### src/rtl/trig_pulse_wordgen.sv
// Trigger pulse-train generator producing 4-bit words for a 4:1 SDR serializer.
// Optional PRBS-7 training pattern in IDLE when TRIG_PULSE_WORDGEN_PRBS_EN is defined.
module trig_pulse_wordgen #(
  parameter int DELAY_BITS = 16,
  parameter int WIDTH_BITS = 8
) (
  input  logic                  clock,
  input  logic                  reset,
  input  logic                  start,
  input  logic [DELAY_BITS-1:0] delay,
  input  logic [WIDTH_BITS-1:0] width,
  input  logic [WIDTH_BITS-1:0] count,
  input  logic [DELAY_BITS-1:0] spacing,
`ifdef TRIG_PULSE_WORDGEN_PRBS_EN
  input  logic                  train,
`endif
  output logic [3:0]            word,
  output logic                  busy,
  output logic                  done
);

  // Bit positions are wide enough that delay + (count-1)*step + width + 4 never wraps.
  localparam int POS_W = DELAY_BITS + WIDTH_BITS + 2;

  typedef enum logic {IDLE, RUN} state_t;
  state_t state;

  // Settings latched when start is accepted.
  logic [WIDTH_BITS-1:0] width_q;
  logic [WIDTH_BITS-1:0] last_q;
  logic [POS_W-1:0]      step_q;

  // Position of the word being formed and the first pulse not yet finished.
  logic [POS_W-1:0]      base_q;
  logic [POS_W-1:0]      edge_q;
  logic [WIDTH_BITS-1:0] k_q;

  logic                  run;
  logic [WIDTH_BITS-1:0] eff_width;
  logic [WIDTH_BITS-1:0] eff_last;
  logic [POS_W-1:0]      new_step;
  logic [POS_W-1:0]      eff_step;
  logic [POS_W-1:0]      cur_base;
  logic [POS_W-1:0]      cur_edge;
  logic [WIDTH_BITS-1:0] cur_k;
  logic [POS_W-1:0]      cur_end;
  logic [POS_W-1:0]      nxt_edge;
  logic [POS_W-1:0]      nxt_end;
  logic [POS_W-1:0]      t;
  logic                  has_next;
  logic                  pulse_ends;
  logic                  last_word;
  logic [3:0]            next_word;

  // In IDLE the first word is formed straight from the ports so it can be
  // registered on the same edge that accepts start.
  always_comb begin
    run       = (state == RUN);
    new_step  = POS_W'(spacing);
    if (POS_W'(width) + POS_W'(1) > new_step) new_step = POS_W'(width) + POS_W'(1);
    if (new_step < POS_W'(4)) new_step = POS_W'(4);
    eff_width = run ? width_q : width;
    eff_last  = run ? last_q : ((count == '0) ? '0 : count - WIDTH_BITS'(1));
    eff_step  = run ? step_q : new_step;
    cur_base  = run ? base_q : '0;
    cur_edge  = run ? edge_q : POS_W'(delay);
    cur_k     = run ? k_q : '0;
    cur_end   = cur_edge + POS_W'(eff_width);
    nxt_edge  = cur_edge + eff_step;
    nxt_end   = nxt_edge + POS_W'(eff_width);
    has_next  = (cur_k != eff_last);
    // Step >= width+1 and >= 4, so one word touches at most the current and next pulse.
    t         = '0;
    next_word = '0;
    for (int i = 0; i < 4; i++) begin
      t = cur_base + POS_W'(i);
      next_word[i] = ((t >= cur_edge) && (t < cur_end)) ||
                     (has_next && (t >= nxt_edge) && (t < nxt_end));
    end
    pulse_ends = (cur_end <= cur_base + POS_W'(4));
    last_word  = pulse_ends && !has_next;
  end

`ifdef TRIG_PULSE_WORDGEN_PRBS_EN
  logic [6:0] lfsr;
  logic [6:0] lfsr_next;
  logic [3:0] prbs_bits;
  logic       fb;

  // x^7 + x^6 + 1, four serial steps per word; word[0] carries the first bit.
  always_comb begin
    lfsr_next = lfsr;
    prbs_bits = '0;
    fb        = 1'b0;
    for (int i = 0; i < 4; i++) begin
      fb           = lfsr_next[6] ^ lfsr_next[5];
      prbs_bits[i] = fb;
      lfsr_next    = {lfsr_next[5:0], fb};
    end
  end
`endif

  // start is a single-cycle request sampled only in IDLE; it has no ready
  // handshake, so a start seen during RUN is simply dropped.
  always_ff @(posedge clock or posedge reset) begin
    if (reset) begin
      state   <= IDLE;
      word    <= '0;
      busy    <= 1'b0;
      done    <= 1'b0;
      width_q <= '0;
      last_q  <= '0;
      step_q  <= '0;
      base_q  <= '0;
      edge_q  <= '0;
      k_q     <= '0;
`ifdef TRIG_PULSE_WORDGEN_PRBS_EN
      lfsr    <= 7'h7F;
`endif
    end else begin
      done <= 1'b0;
      case (state)
        IDLE: begin
          if (start && (width != '0)) begin
            width_q <= width;
            last_q  <= eff_last;
            step_q  <= new_step;
            word    <= next_word;
            busy    <= 1'b1;
            base_q  <= cur_base + POS_W'(4);
            if (pulse_ends) begin
              k_q    <= cur_k + WIDTH_BITS'(1);
              edge_q <= nxt_edge;
            end else begin
              k_q    <= cur_k;
              edge_q <= cur_edge;
            end
            // A burst that fits in one word finishes on the accepting edge.
            if (last_word) done <= 1'b1;
            else           state <= RUN;
          end else begin
            busy <= 1'b0;
            word <= '0;
            if (start) done <= 1'b1;
`ifdef TRIG_PULSE_WORDGEN_PRBS_EN
            else if (train) begin
              word <= prbs_bits;
              lfsr <= lfsr_next;
            end
`endif
          end
        end
        RUN: begin
          word   <= next_word;
          busy   <= 1'b1;
          base_q <= cur_base + POS_W'(4);
          if (pulse_ends) begin
            k_q    <= cur_k + WIDTH_BITS'(1);
            edge_q <= nxt_edge;
          end
          if (last_word) begin
            done  <= 1'b1;
            state <= IDLE;
          end
        end
        default: state <= IDLE;
      endcase
    end
  end

endmodule

### config.mk
export PLATFORM = sky130hd
export DESIGN_NAME = trig_pulse_wordgen
export DESIGN_NICKNAME = d
export VERILOG_FILES = /design/src/rtl/trig_pulse_wordgen.sv
export SDC_FILE = /design/constraint.sdc
export NUM_CORES = 1
export LEC_CHECK = 0
export CORE_MARGIN = 2
export CORE_UTILIZATION = 55
export CTS_CLUSTER_SIZE = 10
export DETAILED_ROUTE_END_ITERATION = 10
export PLACE_DENSITY = 0.79
export SLEW_MARGIN = 20
export SYNTH_ARGS = -nofsm -noshare
export SYNTH_HDL_FRONTEND = slang
export SYNTH_SLANG_ARGS = --single-unit
### constraint.sdc
create_clock -name clock -period 12.2 [get_ports clock]
set_input_delay 2.44 -clock clock [delete_from_list [all_inputs] [get_ports clock]]
set_output_delay 2.44 -clock clock [all_outputs]
set_load 0.005 [all_outputs]
==> reports/qor.csv <==
metric,value,unit
post-synth cell types,91,
DRT iter0 DRCs,2276,
asr flop ratio synth,100.0,%
clk slew on worst S/H paths,90,ps
fin cells,2874,
number of port buffers,56,
CP max-delay cell,o21ai_0,
Main synth FF type,dfrtp_1,
"commonest cells after routing, fill and taps aside","ha_1, nand2_1, a21oi_1",
row count,68,
grt total ovfl,0,
Clock Latency Late Sink,370,ps
via/cell ratio,6.809,
Hold Buf Count CTS,0,
sum of routed wire length over all layers,71.88,mm
clk sinks,99,
vias,19570,
First-pass DRT Iterations,6,
Final Hold Fails,0,
CP startpoint,width[0],
Worst path max stage delay,580,ps
Hold WC Path Type,reg2reg,
Die Area,36250,um2
Synth Cell Area,19110,um2
"most common cell after layout, fill and taps aside",ha_1,
Worst slew margin,19.35,%
initial antenna violation count,1,
Initial Util,55.59,%
via count of the first global-routing pass,19070,
TritonCTS buffer count,9,
Root Driver,clkbuf_16,
post-route clock period utilization,92.99,%
TritonCTS clock tree,yes,
CP startpoint kind,input port,
WL/cell,25.01,um
pre-CTS WS,628.9,ps
"top cells by area, synth","ha_1, dfrtp_1, xnor2_1",
leading area contributor after synthesis,ha_1,
Pins Over Slew Limit,0,
sequential share of the synthesized area,12.97,%
filler cell count,3140,
maximum fanout along the worst path,9,
max-cap violation count,0,
"Gates resized, CTS repair",0,
critical path capture point type,flip-flop,
clock buffer depth,2,
Post-CTS Setup Inserts,0,
H-tree depth,3,
status,"finished, final reports clean",
Final setup violation count,0,
Top delay family on crit path,compound AO/OA/AOI/OAI gates,
Fmax achieved,0.08815,GHz
Detail Route Antenna Nets,0,
worst slew pin tran,1197,ps
Critical Path RT,12520,ps
GRT Resource Usage Total,39.48,%
area delta synth->final,7.203,%
synth warn,0,
RSZ-0062 raised after global routing,false,
Hold Slack,478.2,ps
min setup slack post-route,855.1,ps
die height,190.4,um
CP bufs+invs,2,
cells after synthesis,2385,
routability cong.,1.142,
"flops & latches, synth",99,
Mean Syn Cell Area,8.011,um2
reg-to-reg critical path startpoint,run$_DFF_PP0_,
WP data arrival,11660,ps
fin crit period,11340,ps
die extent in x,190.4,um
Hold Crit Start,step_q[8]$_DFFE_PP0P_,
number of synthesized flops with an enable pin,0,
Post-route DRC,0,
setup TNS,0,ps
IO Pins,57,
Synthesized Nets,2909,
Clock Skew,11.35,ps
# diodes,0,
share of cells above drive strength 1,4.175,%
Core ar.,34370,um2
hpwl dp,59.24,mm
pin count of the biggest net entering global routing,66,
global-route wire length before repair,109.0,mm
placed insts,2858,
fin nets,2938,
share of the synthesized area in the top cell type,30.78,%
Setup CP Type,in2reg,
## cells by family (layout without fill, tap and decap cells)
kind of cell / count (synthesis) / count (layout) / share of synthesized area, %
AND/OR/NAND/NOR: 755 / 755 / 19.30
AO/OA/AOI/OAI: 645 / 645 / 22.09
adder cells (fa/ha/maj): 475 / 475 / 31.20
buffers and inverters: 195 / 229 / 4.027
XOR/XNOR: 166 / 166 / 7.648
flip-flops: 99 / 99 / 12.97
multiplexers: 50 / 50 / 2.763
## state kept, by name, indices dropped and copies added (netlist names)
name	cells
done	1
busy	1
edge_q	26
base_q	26
width_q	8
k_q	8
last_q	8
run	1
word	4
step_q	16
## cell type report
class	instances	area, um2	area share (%)
Clock buffer	9	225.2	1.100
Clock inverter	7	91.34	0.4459
Inverter	130	490.5	2.394
Multi-Input combinational cell	2091	15860	77.44
Sequential cell	99	2481	12.11
Tap cell	455	569.3	2.779
Timing Repair Buffer	83	763.2	3.726
## worst reg2reg max path: stages, from the launching register on
cell,delay (ps)
dfrtp_4,660
buf_4,380
o21ai_0,870
ha_1,310
a21o_1,90
a21oi_1,90
o21bai_1,140
a21oi_1,120
o21bai_1,190
a21oi_1,140
o21bai_1,330
nand2_1,180
nor4b_1,770
nor3b_1,460
xnor2_1,160
ha_1,360
nand2_1,70
or3_1,410
nor2_1,120
a211o_1,100
a31oi_1,80
mux2i_1,210
buf_4,240
and2_1,570
buf_4,290
a21o_1,420
o21ai_0,180
## worst paths after layout
path,cells past startpoint,end,slack [ps]
max,40,word[1]$_DFF_PP0_,860
min,2,step_q[8]$_DFFE_PP0P_,480
max reg2reg,26,edge_q[24]$_DFFE_PP0P_,4150
min reg2reg,2,step_q[8]$_DFFE_PP0P_,480
max in group asynchronous,3,run$_DFF_PP0_,8460
min in group asynchronous,2,k_q[5]$_DFFE_PP0P_,2540
## metrics by stage
stage,instance area [um2],util [%]
CTS,20480,59.59
global route,20480,59.59
floorplan,19110,-
finish,20480,59.59
global placement,20170,58.67
detailed placement,20170,58.67
## metal layers
metal | wire, um | vias to the layer above | GRT usage (%) | share of wire, %
met4 | 3779 | 0 | 18.90 | 5.3
li1 | - | 8917 | - | -
met2 | 31120 | 1155 | 61.85 | 43
met5 | 0 | - | 0 | 0
met3 | 7874 | 232 | 7.968 | 11
met1 | 29110 | 9265 | 51.89 | 40
## Yosys cell counts, drive strengths merged, types with 9 or more instances
cell and number:
a2111oi 9, a211oi 28, a21o 108, a21oi 172, a22oi 15, and2 17, and3 19, buf 10
clkbuf 54, dfrtp 99, ha 470, inv 123, mux2 22, mux2i 28, nand2 269, nand2b 18
nand3 72, nand4 74, nor2 124, nor2b 32, nor3 56, nor4 19, o2111ai 10, o211ai 16
o21a 33, o21ai 132, o21bai 14, o22ai 15, o31ai 18, or2 11, or3 12, xnor2 129
xor2 37
Power is left out: the tool's default activity adds up to more than one toggle a clock period on the data nets, which glitch-free logic cannot reach.
